[src/rtl/imem_loader_pkg.sv]
// Shared types and constants for the instruction-memory boot loader.
// IMEM_LOADER_CHECKSUM_EN adds the trailing checksum state.
package imem_loader_pkg;

    localparam int WORD_W    = 32;
    localparam int HDR_BYTES = 4;

    typedef logic [$clog2(HDR_BYTES)-1:0] lane_t;

`ifdef IMEM_LOADER_CHECKSUM_EN
    typedef enum logic [2:0] {ST_HDR, ST_DATA, ST_CHK, ST_RUN, ST_ERR} state_t;
`else
    typedef enum logic [2:0] {ST_HDR, ST_DATA, ST_RUN, ST_ERR} state_t;
`endif

endpackage

[src/rtl/imem_loader_word_pack.sv]
// Little-endian byte-to-word assembler shared by header, data and checksum words.
// The completed word is presented combinationally alongside the 4th byte.
module loader_word_pack
    import imem_loader_pkg::*;
(
    input  logic              clk,
    input  logic              reset,
    input  logic              byte_en,
    input  logic [7:0]        byte_in,
    output logic [WORD_W-1:0] word,
    output logic              word_done
);

    lane_t                lane_reg;
    logic [WORD_W-9:0]    shift_reg;

    // Bytes enter at the top and move down, so the first byte ends up in bits 7:0.
    always_ff @(posedge clk or posedge reset) begin
        if (reset) begin
            lane_reg  <= '0;
            shift_reg <= '0;
        end else if (byte_en) begin
            lane_reg  <= lane_reg + 1'b1;
            shift_reg <= {byte_in, shift_reg[WORD_W-9:8]};
        end
    end

    assign word      = {byte_in, shift_reg};
    assign word_done = byte_en && (lane_reg == lane_t'(HDR_BYTES - 1));

endmodule

[src/rtl/imem_loader.sv]
// Boot loader: byte stream -> sequential instruction-memory writes, then CPU release.
// Define IMEM_LOADER_CHECKSUM_EN to require a trailing sum-of-words checksum.
module imem_loader
    import imem_loader_pkg::*;
#(
    parameter int ADDR_W = 8,
    parameter int DEPTH  = 256
) (
    input  logic              clk,
    input  logic              reset,
    input  logic              in_valid,
    output logic              in_ready,
    input  logic [7:0]        in_data,
    output logic              imem_we,
    output logic [ADDR_W-1:0] imem_addr,
    output logic [31:0]       imem_wdata,
    output logic              cpu_reset,
    output logic              done,
    output logic              error
);

`ifdef IMEM_LOADER_CHECKSUM_EN
    localparam state_t ST_LOADED = ST_CHK;
`else
    localparam state_t ST_LOADED = ST_RUN;
`endif

    state_t            state_reg;
    logic [ADDR_W:0]   count_reg;
    logic [ADDR_W:0]   word_cnt_reg;
    logic              accept;
    logic              word_done;
    logic [WORD_W-1:0] word;
`ifdef IMEM_LOADER_CHECKSUM_EN
    logic [WORD_W-1:0] sum_reg;
`endif

    assign in_ready = !(state_reg == ST_RUN || state_reg == ST_ERR);
    assign accept   = in_valid && in_ready;
    assign error    = (state_reg == ST_ERR);

    loader_word_pack u_pack (
        .clk       (clk),
        .reset     (reset),
        .byte_en   (accept),
        .byte_in   (in_data),
        .word      (word),
        .word_done (word_done)
    );

    always_ff @(posedge clk or posedge reset) begin
        if (reset) begin
            state_reg    <= ST_HDR;
            count_reg    <= '0;
            word_cnt_reg <= '0;
            imem_we      <= 1'b0;
            imem_addr    <= '0;
            imem_wdata   <= '0;
            cpu_reset    <= 1'b1;
            done         <= 1'b0;
`ifdef IMEM_LOADER_CHECKSUM_EN
            sum_reg      <= '0;
`endif
        end else begin
            imem_we   <= 1'b0;
            // Release lags RUN entry by one edge so the final write lands first.
            cpu_reset <= (state_reg != ST_RUN);
            done      <= (state_reg == ST_RUN);
            if (word_done) begin
                case (state_reg)
                    ST_HDR: begin
                        if (word == '0) begin
                            state_reg <= ST_LOADED;
                        end else if (word > WORD_W'(DEPTH)) begin
                            state_reg <= ST_ERR;
                        end else begin
                            count_reg    <= word[ADDR_W:0];
                            word_cnt_reg <= '0;
                            state_reg    <= ST_DATA;
                        end
                    end
                    ST_DATA: begin
                        imem_we      <= 1'b1;
                        imem_addr    <= word_cnt_reg[ADDR_W-1:0];
                        imem_wdata   <= word;
                        word_cnt_reg <= word_cnt_reg + 1'b1;
`ifdef IMEM_LOADER_CHECKSUM_EN
                        sum_reg      <= sum_reg + word;
`endif
                        if (word_cnt_reg + 1'b1 == count_reg)
                            state_reg <= ST_LOADED;
                    end
`ifdef IMEM_LOADER_CHECKSUM_EN
                    ST_CHK: begin
                        state_reg <= (word == sum_reg) ? ST_RUN : ST_ERR;
                    end
`endif
                    default: ;
                endcase
            end
        end
    end

endmodule

[config.mk]
export PLATFORM = sky130hd
export DESIGN_NAME = imem_loader
export DESIGN_NICKNAME = d
export VERILOG_FILES = /design/src/rtl/imem_loader_pkg.sv /design/src/rtl/imem_loader_word_pack.sv /design/src/rtl/imem_loader.sv
export SDC_FILE = /design/constraint.sdc
export NUM_CORES = 1
export LEC_CHECK = 0
export BUFFER_PORTS_ARGS = -buffer_cell sky130_fd_sc_hd__buf_2
export CELL_PAD_IN_SITES_DETAIL_PLACEMENT = 0
export CELL_PAD_IN_SITES_GLOBAL_PLACEMENT = 2
export CORE_ASPECT_RATIO = 0.8
export CORE_MARGIN = 2
export CORE_UTILIZATION = 33
export DETAILED_ROUTE_END_ITERATION = 10
export PLACE_DENSITY_LB_ADDON = 0.12
export SYNTH_ARGS = -nofsm -noshare
export SYNTH_HDL_FRONTEND = slang
export SYNTH_SLANG_ARGS = --single-unit
export TNS_END_PERCENT = 1
[constraint.sdc]
create_clock -name clk -period 3 [get_ports clk]
set_input_delay 0.6 -clock clk [delete_from_list [all_inputs] [get_ports clk]]
set_output_delay 0.6 -clock clk [all_outputs]
set_load 0.005 [all_outputs]
==> results.yml <==
outcome:
  run_status: "complete, no violations"
setup_path:
  end_kind: "flop"
  crit_type: "flop to flop"
  r2r_cells: 6
  arrival_ns: 2.62
  required_ns: 3.22
  reg2reg_slack_ns: 0.61
  max_stage_delay_ns: 0.49
  worstPathCellList: "ha_1 -> nand3_1 -> or3_1 -> a211oi_1 -> nand4b_1 -> a22o_1"
  r2r-end: "state_reg[0]"
  start_kind: "flop"
  crit_path_max_fanout: 8
  r2r-start: "word_cnt_reg[0]"
  slowest_stage: "dfrtp_1"
timing:
  fin_crit_ns: 2.39
  final-setup-viol-count: 0
  holdWs_ns: 0.303
  min_period_over_period_pct: 79.8
  fin_tns_setup_ns: 0
  slew_violations: 0
  tightest_slew_ns: 0.602
  rsz0062_at_grt: "no"
  max_freq_ghz: 0.418
  relSlewSlack_pct: 59.8
  hold_viol: 0
  fin_skew_ns: 0.00971
logic_synthesis:
  synth-seq-area-share_pct: 58.5
  synthFlopType: "dfrtp_1"
  ys_ff_latch: 89
  synth.avg_cell_area_sq_um: 10.5
  syn-num-nets: 375
  ys_async_sr_fraction_pct: 100
  yosys_warnings: 0
  syn_inst: 362
  synth-edff-count: 0
  synth_area_sq_mm: 0.00381
  yosysUniqueCellTypes: 44
floorplanning:
  start_util_pct: 33.4
  coreArea_sq_mm: 0.0114
  rows: 35
  dieArea_sq_mm: 0.0124
  die_w_um: 124
  io_pins: 56
  die_h_um: 100
clock_network:
  htree_levels: 3
  cts-root-buf: "clkbuf_16"
  cts.clk_slew.worst_paths_ns: 0.06
  postCtsSetupRepairBufs: 0
  ctsResizeCount: 0
  clock-sinks: 89
  postCtsHoldBufs: 0
  cts_buffer_depth: 2
  cts_tree: "yes"
  numCtsBuffers: 9
  worstSkewPairLatency_ns: 0.34
grt:
  grt.met3_usage_pct: 4.20
  grt_pass1_wl_um: 14800
  antenna_found_initial: 0
  grt_pass1_vias: 2718
  gr-max-usage-layer: "met1"
  grt_use_met2_pct: 22.9
  grt_usage_pct: 15.8
  grt_max_degree: 58
  grt_overflow: 0
  grtUsageMet1_pct: 23.2
power_and_ir_drop:
  peakVddDrop_mv: 0.309
  pwr_density_cell_mw_per_mm2: 909
  p_leak_nw: 2.24
layout:
  num-fill-cells: 1164
  largest_register_ffs: 32
  nets: 429
  area_growth_pct: 20.2
  antenna_cells: 0
  drive_above_1_share_pct: 28.3
route:
  post_drt_via_cell_ratio: 4.67
  remaining_drc_errors: 0
  ant_nets: 0
  dr.first_iter.drc_count: 170
  first_pass_iters: 4
  wl_per_cell_um: 15.6
  vias: 2658
  wl_um: 8870
run:
  cap_violations: 0
place:
  hpwlAfterDp_um: 5970
  io_buffer_count: 55
  place.gp.congestion: 0.751
min_path:
  hold_path.class: "primary input to async pin"
## layout by cell type (no fill, tap or decap), types with 2 or more instances in the layout
| cell | n |
|---|---|
| buf_12 | 2 |
| xor2_1 | 4 |
| a21oi_1 | 6 |
| nor2b_1 | 3 |
| nand2_1 | 125 |
| nor4_1 | 5 |
| clkinv_2 | 2 |
| buf_2 | 55 |
| nand4_1 | 3 |
| nor3b_1 | 2 |
| o31a_1 | 2 |
| dfrtp_1 | 88 |
| xnor2_1 | 6 |
| ha_1 | 2 |
| inv_1 | 4 |
| mux2_2 | 25 |
| nor2_1 | 14 |
| buf_4 | 3 |
| o21ai_0 | 7 |
| inv_6 | 2 |
| nand2b_1 | 2 |
| mux2_4 | 9 |
| nor3_1 | 3 |
| and2_1 | 2 |
| clkbuf_16 | 9 |
| a31oi_1 | 6 |
| or2_2 | 2 |
| nand3_1 | 4 |
## report_power, final
group	switching (mW)	total (mW)	internal (mW)
clock	0.491	1.17	0.679
combinational	0.442	0.961	0.519
sequential	0.397	2.03	1.63
total	1.33	4.16	2.83
## through the flow
stage	area (sq um)	worst slack, ns	utilization [%]	power [mW]	cells
detailed placement	4260	0.455	37.4	3.03	553
global placement	4260	0.499	37.4	3.02	553
floorplan	3810	0.0947	-	2.55	362
global route	4570	0.431	40.2	4.45	569
finish	4570	0.605	40.2	4.16	569
CTS	4570	0.578	40.2	4.24	569
## synth_stat cells (5+ instances only)
cell	count	area share [%]
o21ai_0	7	0.92
mux2_2	25	7.4
inv_1	5	0.49
mux2_4	9	3.6
a21oi_1	6	0.79
nand3_1	5	0.66
xnor2_1	6	1.4
nand2_1	125	12
a31oi_1	6	0.99
clkbuf_1	7	0.69
nor2_1	14	1.4
buf_1	6	0.59
dfrtp_1	88	58
nor4_1	5	0.82
## logic make-up (layout without fill, tap and decap cells)
family	after synthesis	in the layout	share of synthesized area (%)
flops	89	89	58.5
mux	35	35	11.2
fa+ha+maj	2	2	0.657
compound gates	28	28	4.60
simple gates	175	175	20.1
xor+xnor	10	10	2.30
buf+inv	23	82	2.56
## per-layer routing
layer	vias up	wire length, um	part of all wire, %
li1	1316	-	-
met1	1296	4680	53
met2	38	3790	43
met3	8	301	3.4
met4	0	97	1.1
met5	-	0	0
## worst max-delay path: cells and delay by family, from the launching register on
family                   cells  cell delay, ns
adder cells (fa/ha/maj)      1            0.37
flip-flops                   1            0.49
AO/OA/AOI/OAI                2            0.55
AND/OR/NAND/NOR              3            0.86
## area by class of cell
cell class / count / area (sq um) / area share [%]
Timing Repair Buffer: 60 / 338 / 7.39
Clock buffer: 10 / 239 / 5.23
Multi-Input combinational cell: 250 / 1490 / 32.5
Tap cell: 148 / 185 / 4.05
Inverter: 6 / 23.8 / 0.520
Clock inverter: 6 / 71.3 / 1.56
Sequential cell: 89 / 2230 / 48.7
## worst max path at each step
stage	start	endpoint	slack, ns
2_1_floorplan	reset	count_reg[0]	0.09
3_3_place_gp	in_data[1]	count_reg[2]	0.50
3_5_place_dp	in_data[1]	count_reg[4]	0.45
4_1_cts	word_cnt_reg[0]	state_reg[0]	0.58
5_1_grt	word_cnt_reg[0]	state_reg[0]	0.43
6_report	word_cnt_reg[0]	state_reg[0]	0.61
Power figures use the tool's default switching activity.
